## config.mk

```make
export PLATFORM = sky130hd
export DESIGN_NAME = reg_bank_executor
export DESIGN_NICKNAME = d
export VERILOG_FILES = /design/src/rtl/reg_bank_executor.sv
export SDC_FILE = /design/constraint.sdc
export NUM_CORES = 1
export LEC_CHECK = 0
export CAP_MARGIN = 20
export CORE_MARGIN = 1.5
export CORE_UTILIZATION = 55
export CTS_BUF_LIST = sky130_fd_sc_hd__clkbuf_4 sky130_fd_sc_hd__clkbuf_8 sky130_fd_sc_hd__clkbuf_16
export CTS_CLUSTER_SIZE = 14
export DETAILED_ROUTE_END_ITERATION = 10
export PLACE_DENSITY = 0.86
export SYNTH_ARGS = -nofsm -noshare
export SYNTH_HDL_FRONTEND = slang
export SYNTH_SLANG_ARGS = --single-unit
```

## constraint.sdc

```tcl
create_clock -name clk -period 6 [get_ports clk]
set_input_delay 1.2 -clock clk [delete_from_list [all_inputs] [get_ports clk]]
set_output_delay 1.2 -clock clk [all_outputs]
set_load 0.01 [all_outputs]
```

## src/rtl/reg_bank_executor.sv

```systemverilog
// Register-bank executor: reads R[A]/R[B], runs the selected ALU op, writes R[Z].
// Optional EXEC_FLAGS_EN adds registered flag_zero/flag_carry outputs.
module reg_bank_executor #(
  parameter int WIDTH = 8
) (
  input  logic             clk,
  input  logic             rst_n,
  input  logic             in_valid,
  output logic             in_ready,
  input  logic [2:0]       A,
  input  logic [2:0]       B,
  input  logic [2:0]       Z,
  input  logic [3:0]       command,
  output logic             done,
  output logic [WIDTH-1:0] result,
  output logic             err,
  input  logic [2:0]       dbg_addr,
  output logic [WIDTH-1:0] dbg_data
`ifdef EXEC_FLAGS_EN
  ,
  output logic             flag_zero,
  output logic             flag_carry
`endif
);

  typedef enum logic [1:0] {IDLE, READ, EXEC, WRITE} state_t;

  state_t state, state_nxt;

  logic [7:0][WIDTH-1:0] regs;
  logic [2:0]            a_q, b_q, z_q;
  logic [3:0]            cmd_q;
  logic [WIDTH-1:0]      op_a, op_b;
  logic [WIDTH-1:0]      alu_res;
  logic                  legal;

  // State register
  always_ff @(posedge clk or negedge rst_n) begin
    if (!rst_n) state <= IDLE;
    else        state <= state_nxt;
  end

  always_comb begin
    state_nxt = state;
    in_ready  = 1'b0;
    done      = 1'b0;
    err       = 1'b0;
    case (state)
      IDLE: begin
        in_ready = 1'b1;
        if (in_valid) state_nxt = READ;
      end
      READ:  state_nxt = EXEC;
      EXEC:  state_nxt = WRITE;
      WRITE: begin
        done      = 1'b1;
        err       = ~legal;
        state_nxt = IDLE;
      end
      default: state_nxt = IDLE;
    endcase
  end

  // ALU; shift amount is the full opB value, so large amounts saturate naturally
  always_comb begin
    alu_res = '0;
    legal   = 1'b1;
    case (cmd_q)
      4'b0000: alu_res = op_a + op_b;
      4'b0001: alu_res = op_a - op_b;
      4'b0010: alu_res = op_a & op_b;
      4'b0011: alu_res = op_a | op_b;
      4'b0100: alu_res = op_a ^ op_b;
      4'b0101: alu_res = ~(op_a | op_b);
      4'b0110: alu_res = ~op_a;
      4'b0111: alu_res = op_a;
      4'b1010: alu_res = op_a << op_b;
      4'b1011: alu_res = op_a >> op_b;
      4'b1100: alu_res = $unsigned($signed(op_a) >>> op_b);
      default: legal   = 1'b0;
    endcase
  end

  always_ff @(posedge clk or negedge rst_n) begin
    if (!rst_n) begin
      a_q    <= '0;
      b_q    <= '0;
      z_q    <= '0;
      cmd_q  <= '0;
      op_a   <= '0;
      op_b   <= '0;
      result <= '0;
    end else begin
      case (state)
        IDLE: if (in_valid) begin
          a_q   <= A;
          b_q   <= B;
          z_q   <= Z;
          cmd_q <= command;
        end
        READ: begin
          op_a <= regs[a_q];
          op_b <= regs[b_q];
        end
        EXEC:    result <= legal ? alu_res : '0;
        default: ;
      endcase
    end
  end

  // Register file; write lands on the edge that ends WRITE
  always_ff @(posedge clk or negedge rst_n) begin
    if (!rst_n) begin
      for (int i = 0; i < 8; i++) regs[i] <= WIDTH'(i);
    end else if (state == WRITE && legal) begin
      regs[z_q] <= result;
    end
  end

  assign dbg_data = regs[dbg_addr];

`ifdef EXEC_FLAGS_EN
  logic [WIDTH:0] sum_ext;
  assign sum_ext = {1'b0, op_a} + {1'b0, op_b};

  always_ff @(posedge clk or negedge rst_n) begin
    if (!rst_n) begin
      flag_zero  <= 1'b0;
      flag_carry <= 1'b0;
    end else if (state == EXEC) begin
      flag_zero  <= ~legal | (alu_res == '0);
      flag_carry <= (cmd_q == 4'b0000) ? sum_ext[WIDTH] :
                    (cmd_q == 4'b0001) ? (op_a < op_b) : 1'b0;
    end
  end
`endif

endmodule

```

==> results of run 1 <==
[registers in the layout, summed over array words and instances, names as in the netlist]
signal,cells
op_a,8
op_b,8
cmd_q,4
a_q,3
b_q,3
result,8
regs,64
state,2
z_q,3
[logic make-up (layout without fill, tap and decap cells)]
family	after synthesis	in the layout	share of synthesized area [%]
xor+xnor	11	11	1.293
flops	103	103	34.80
buf+inv	74	83	4.182
mux	169	169	32.95
compound gates	140	140	12.13
simple gates	132	132	9.674
fa+ha+maj	29	29	4.972
[synth_stat cells (3+ instances only)]
| library cell | n |
|---|---|
| sky130_fd_sc_hd__ha_1 | 28 |
| sky130_fd_sc_hd__mux4_2 | 52 |
| sky130_fd_sc_hd__xnor2_1 | 9 |
| sky130_fd_sc_hd__mux2i_1 | 27 |
| sky130_fd_sc_hd__nor3_1 | 4 |
| sky130_fd_sc_hd__a211oi_1 | 10 |
| sky130_fd_sc_hd__nand3_1 | 5 |
| sky130_fd_sc_hd__dfstp_2 | 12 |
| sky130_fd_sc_hd__inv_1 | 23 |
| sky130_fd_sc_hd__clkbuf_1 | 25 |
| sky130_fd_sc_hd__o211ai_1 | 7 |
| sky130_fd_sc_hd__a21oi_1 | 40 |
| sky130_fd_sc_hd__o21a_1 | 4 |
| sky130_fd_sc_hd__a41oi_1 | 3 |
| sky130_fd_sc_hd__nand3b_1 | 5 |
| sky130_fd_sc_hd__nand2b_1 | 7 |
| sky130_fd_sc_hd__a31oi_1 | 6 |
| sky130_fd_sc_hd__buf_2 | 15 |
| sky130_fd_sc_hd__mux2_2 | 90 |
| sky130_fd_sc_hd__o21ai_0 | 33 |
| sky130_fd_sc_hd__o31ai_1 | 4 |
| sky130_fd_sc_hd__nand2_1 | 35 |
| sky130_fd_sc_hd__or3_1 | 3 |
| sky130_fd_sc_hd__nor3_2 | 3 |
| sky130_fd_sc_hd__dfrtp_1 | 91 |
| sky130_fd_sc_hd__nor2b_1 | 7 |
| sky130_fd_sc_hd__buf_1 | 9 |
| sky130_fd_sc_hd__nor4_1 | 3 |
| sky130_fd_sc_hd__and2_1 | 4 |
| sky130_fd_sc_hd__o32ai_1 | 3 |
| sky130_fd_sc_hd__a221oi_1 | 6 |
| sky130_fd_sc_hd__nor2_1 | 39 |
[critical path, stage by stage]
cell and delay, ns:
sky130_fd_sc_hd__clkdlybuf4s50_1 1.00, sky130_fd_sc_hd__mux4_2 0.44, sky130_fd_sc_hd__mux2_2 0.28, sky130_fd_sc_hd__clkdlybuf4s50_1 0.49
[power breakdown]
group	leakage, nW	total, W	internal, W	switching, W
Sequential	1.25	0.00182	0.00105	0.000776
Clock	0.150	0.000613	0.000336	0.000277
Combinational	1.94	0.00280	0.00151	0.00129
Total	3.35	0.00524	0.00290	0.00234
[metal layers]
metal / vias to the layer above / GRT usage (%) / share of wire [%]
met4: 0 / 11.90 / 3.4
met1: 2902 / 38.87 / 40
met5: - / 0 / 0
li1: 2500 / - / -
met2: 347 / 46.35 / 48
met3: 60 / 5.125 / 7.9
[per-stage QoR]
stage	std cells	worst slack (ns)	total power, W	util [%]
after floorplan	658	2.073	0.003685	-
after global placement	825	1.566	0.004335	59.28
after detailed placement	825	1.387	0.004486	59.28
after CTS	841	1.408	0.005127	61.62
after global routing	843	1.356	0.005553	62.04
final	843	1.387	0.005236	62.04
[final timing paths]
kind / startpoint / endpoint / slack, ns / cells after the start
min: regs[19] / regs[19] / 0.56 / 1
min in group asynchronous: rst_n / regs[9] / 0.77 / 1
min reg2reg: regs[19] / regs[19] / 0.56 / 1
max: dbg_addr[1] / dbg_data[7] / 1.39 / 4
max in group asynchronous: rst_n / cmd_q[0] / 4.00 / 2
max reg2reg: op_b[0] / result[6] / 2.12 / 11
[placed cells by master, fill, tap and decap left out, types with 5 or more instances in the layout]
master,netlist,final
sky130_fd_sc_hd__xnor2_1,9,9
sky130_fd_sc_hd__nand2_1,35,35
sky130_fd_sc_hd__buf_4,0,6
sky130_fd_sc_hd__nor2_1,39,39
sky130_fd_sc_hd__a221oi_1,6,6
sky130_fd_sc_hd__mux2_2,90,90
sky130_fd_sc_hd__clkbuf_16,0,9
sky130_fd_sc_hd__dfrtp_1,91,91
sky130_fd_sc_hd__nand3b_1,5,5
sky130_fd_sc_hd__ha_1,28,28
sky130_fd_sc_hd__nand2b_1,7,7
sky130_fd_sc_hd__o211ai_1,7,7
sky130_fd_sc_hd__nor2b_1,7,7
sky130_fd_sc_hd__mux4_2,52,52
sky130_fd_sc_hd__a21oi_1,40,40
sky130_fd_sc_hd__inv_1,23,23
sky130_fd_sc_hd__mux2i_1,27,27
sky130_fd_sc_hd__a31oi_1,6,6
sky130_fd_sc_hd__dfstp_2,12,12
sky130_fd_sc_hd__nand3_1,5,5
sky130_fd_sc_hd__a211oi_1,10,10
sky130_fd_sc_hd__o21ai_0,33,33
sky130_fd_sc_hd__clkdlybuf4s50_1,0,36
[final cells by class]
type	count	area, um^2
clock buffer	10	232.7
clock inverter	6	77.57
fill	975	5027
inverter	23	86.33
multi-input combinational	481	4546
sequential	103	2592
tap	176	220.2
timing repair buffer	44	460.4
==> impl_metrics.yaml, run 1 <==
status:
  run_status: "completed"
yosys:
  netlist.area_leader.share_pct: 30.57
  postSynth.topFlopCell: "sky130_fd_sc_hd__dfrtp_1"
  synth.net_count: 706
  synth.top_cells.by_area: "sky130_fd_sc_hd__dfrtp_1, sky130_fd_sc_hd__mux4_2, sky130_fd_sc_hd__mux2_2, sky130_fd_sc_hd__ha_1, sky130_fd_sc_hd__dfstp_2"
  syn_area_um2: 7450
  synth_seq_cells: 103
  synth.yosys.seq_area_share_pct: 34.80
  ys_warn_count: 0
  synth_top_cell_by_area: "sky130_fd_sc_hd__dfrtp_1"
  synth.avg_cell_area_um2: 11.32
  synth.distinct_cells: 68
  synthesis.instances: 658
  synth_enable_flop_cells: 0
  async_flop_share_pct: 100.0
worst_setup_path:
  worstPathArrival_ns: 3.41
  cp_max_fo: 16
  start_kind: "primary input"
  cp-end-kind: "output port"
  critical_path_class: "primary input to output port"
  required_ns: 4.80
placed_design:
  gp_congestion: 0.9618
  io_buffers: 37
  hpwl_um: 13820
  placed_area_um2: 7850
die:
  dieArea_um2: 14250
  vert_die_dim_um: 119.4
  placementRows: 42
  core_um2: 13240
  die_x_um: 119.4
  pin_count: 38
  floorplan.initialDensity_pct: 56.25
timing:
  final.period_utilization_pct: 76.88
  max_slew.worst_pin.slew_ns: 1.042
  skew_ns: 0.01119
  setup_viol: 0
  unrepaired_setup_endpoints_after_global_routing: "no"
  hold_fails_final_rpt: 0
  achievable-frequency_ghz: 0.2168
  slew-limit-headroom_pct: 30.55
  finalWorstPathRequiredPeriod_ns: 4.613
  timing.final.max_slew_violations: 0
  setup-tns-final_ns: 0
  worst_hold_slack_ns: 0.5587
route:
  total_length_of_routed_wires_um: 20010
  route.detailed.vias_per_inst: 6.891
  dr_total_vias: 5809
  drt-wirelength-per-cell_um: 23.73
  drt.antenna.violating_nets: 0
  drt_pass1_iterations: 5
  drc: 0
  drt_first_iter_violations: 636
hold_path:
  timing.hold.worst.class: "flop to flop"
layout:
  post-route-cell-area_um2: 8215
  share_of_post_route_cells_with_drive_strength_above_1_pct: 28.79
  antenna-diode-count: 0
  nNetsFinal: 710
  flow.area_growth_from_synthesis_pct: 10.28
grt:
  number_of_global_route_vias_before_repair: 5771
  grt_start_max_net_pins: 72
  antenna_found_initial: 0
  grt_util_overall_pct: 28.80
  grt_first_pass_wirelength_um: 31940
  globalRouteOverflowTotal: 0
clock_network:
  clock_sinks: 103
  post-cts-setup-buffer-count: 0
  post_cts_resized: 0
  clock-root-buffer: "sky130_fd_sc_hd__clkbuf_16"
  htree_num_levels: 3
  clk-insertion-delay-late_ns: 0.36
  clock_tree_from_tritoncts: "yes"
  post_cts_hold_buffer_count: 0
  tritoncts_buffer_count: 9
  cts.path.max_buffers: 2
  cts.reportedPaths.clkPinSlew_ns: 0.07
power_and_ir_drop:
  power-per-cell-area_nw_per_um2: 637.3
  leakage_nw: 3.346
  ir_drop_mv: 0.4009
job:
  maxCapViolCount: 0
(Power assumes the default switching activity.)
==> inputs of run 2 (changes only) <==
==> constraint.sdc (replaced) <==
create_clock -name clk -period 4.8 [get_ports clk]
set_input_delay 0.96 -clock clk [delete_from_list [all_inputs] [get_ports clk]]
set_output_delay 0.96 -clock clk [all_outputs]
set_load 0.01 [all_outputs]
==> run 2 against run 1 <==
Compared with the run above:
- via count down 0.22%
- worst hold slack worse by 0.097 ns
- critical path depth unchanged
- final cell count up 0.36%
- combinational power up 29%
- largest cell class unchanged
- largest power group unchanged
- highest routed layer unchanged
==> impl_metrics.yaml, run 2 (synthesis gave the netlist of run 1 again) <==
status:
  run_status: "completed"
timing:
  setup-tns-final_ns: 0
  finalWorstPathRequiredPeriod_ns: 4.126
  final.period_utilization_pct: 85.97
  unrepaired_setup_endpoints_after_global_routing: "no"
  setup_viol: 0
  achievable-frequency_ghz: 0.2423
  timing.final.max_slew_violations: 0
  slew-limit-headroom_pct: 28.59
  max_slew.worst_pin.slew_ns: 1.071
  skew_ns: 0.01278
  hold_fails_final_rpt: 0
worst_setup_path:
  crit_path_cell_trace: "clkdlybuf4s50_1 > mux4_2 > mux2_2 > clkdlybuf4s50_1"
  cp-end-kind: "output port"
  slowest_stage: "sky130_fd_sc_hd__clkdlybuf4s50_1"
  start_kind: "primary input"
  r2r_slack_ns: 1.36
  cp_max_fo: 16
  cpPeakStageDelay_ns: 0.99
  crit_top_cell: "sky130_fd_sc_hd__clkdlybuf4s50_1"
  critical_path_class: "primary input to output port"
  worstPathArrival_ns: 3.17
  required_ns: 3.84
placed_design:
  place_inst: 827
  io_buffers: 37
  hpwl_um: 13820
  placed_area_um2: 7865
  gp_congestion: 0.9508
clock_network:
  cts.reportedPaths.clkPinSlew_ns: 0.07
  cts.path.max_buffers: 2
  post_cts_hold_buffer_count: 0
  htree_num_levels: 3
  clock_sinks: 103
  post_cts_resized: 0
  clock-root-buffer: "sky130_fd_sc_hd__clkbuf_16"
  clock_tree_from_tritoncts: "yes"
  clk-insertion-delay-late_ns: 0.36
  tritoncts_buffer_count: 9
  post-cts-setup-buffer-count: 0
grt:
  number_of_global_route_vias_before_repair: 5931
  grt_start_max_net_pins: 88
  globalRouteOverflowTotal: 0
  grt_util_overall_pct: 29.12
  grt_first_pass_wirelength_um: 32330
  antenna_found_initial: 0
layout:
  layout_commonest_cell: "sky130_fd_sc_hd__dfrtp_1"
  top_register: "regs"
  flip_flop_count_of_the_largest_register_after_layout: 64
  postLayoutCoreUtil_pct: 62.22
  flow.area_growth_from_synthesis_pct: 10.60
  finish.cell_count_without_fillers: 846
  post-route-cell-area_um2: 8239
  layout.cells.most_common_list: "sky130_fd_sc_hd__dfrtp_1, sky130_fd_sc_hd__mux2_2, sky130_fd_sc_hd__mux4_2, sky130_fd_sc_hd__a21oi_1, sky130_fd_sc_hd__nor2_1"
  nNetsFinal: 713
  antenna-diode-count: 0
  share_of_post_route_cells_with_drive_strength_above_1_pct: 29.10
power_and_ir_drop:
  power-per-cell-area_nw_per_um2: 791.2
  power.switching_w: 0.002933
  share_clk_of_total_power_pct: 11.1
  leakage_nw: 3.356
  comb_power_share_pct: 55.3
  switching_share_pct: 45.00
  ir_drop_mv: 0.5243
  internal_power_w: 0.003585
  p_seq_share_pct: 33.6
die:
  pin_count: 38
  floorplan.initialDensity_pct: 56.25
  vert_die_dim_um: 119.4
  die_x_um: 119.4
  placementRows: 42
  core_um2: 13240
  dieArea_um2: 14250
hold_path:
  timing.hold.worst.class: "primary input to async pin"
route:
  route.detailed.vias_per_inst: 6.851
  drc: 0
  drt_first_iter_violations: 595
  dr_total_vias: 5796
  drt_pass1_iterations: 5
  drt.antenna.violating_nets: 0
  drt-wirelength-per-cell_um: 24.05
  total_length_of_routed_wires_um: 20340
job:
  maxCapViolCount: 0
==> run 2: critical path: cells and delay by family <==
kind / cells / cell delay (ns)
buffers and inverters: 2 / 1.48
multiplexers: 2 / 0.73
==> run 2: final cells by class <==
class                           count  area [um^2]
Clock buffer                       10        239.0
Clock inverter                      6        52.55
Fill cell                        1000         5004
Inverter                           23        86.33
Multi-Input combinational cell    481         4546
Sequential cell                   103         2592
Tap cell                          176        220.2
Timing Repair Buffer               47        503.0
==> run 2: final timing paths <==
path                                  start           to  cells past startpoint
worst min-delay path                  rst_n     regs[26]                      1
min in group clk                   regs[18]     regs[18]                      1
worst max-delay path            dbg_addr[1]  dbg_data[7]                      4
worst max register to register     cmd_q[1]    result[6]                     10
max in group asynchronous             rst_n     regs[40]                      3
worst min register to register     regs[18]     regs[18]                      1
==> run 2: routing by layer <==
layer  vias to the layer above  track usage, %  wire length (um)
met3                        53           4.933              1539
met2                       328           46.57              9858
met5                         -               0                 0
li1                       2505               -                 -
met1                      2910           39.39              8259
met4                         0           12.80               685
==> run 2: per-stage QoR <==
step / setup WS, ns / power [W] / hold slack (ns)
6_report: 0.6736 / 0.006519 / 0.4621
5_1_grt: 0.6388 / 0.006930 / 0.4651
4_1_cts: 0.7011 / 0.006377 / 0.5593
3_5_place_dp: 0.6914 / 0.005616 / 0.5421
3_3_place_gp: 0.8502 / 0.005417 / 0.5236
2_1_floorplan: 1.353 / 0.004606 / 0.5082
==> run 2: power groups by stage <==
stage	clock (W)	combinational [W]	sequential, W
2_1_floorplan	0	0.00296	0.00164
3_3_place_gp	0	0.00325	0.00216
3_5_place_dp	0	0.00340	0.00222
4_1_cts	0.000720	0.00345	0.00221
5_1_grt	0.000758	0.00391	0.00226
6_report	0.000721	0.00361	0.00219
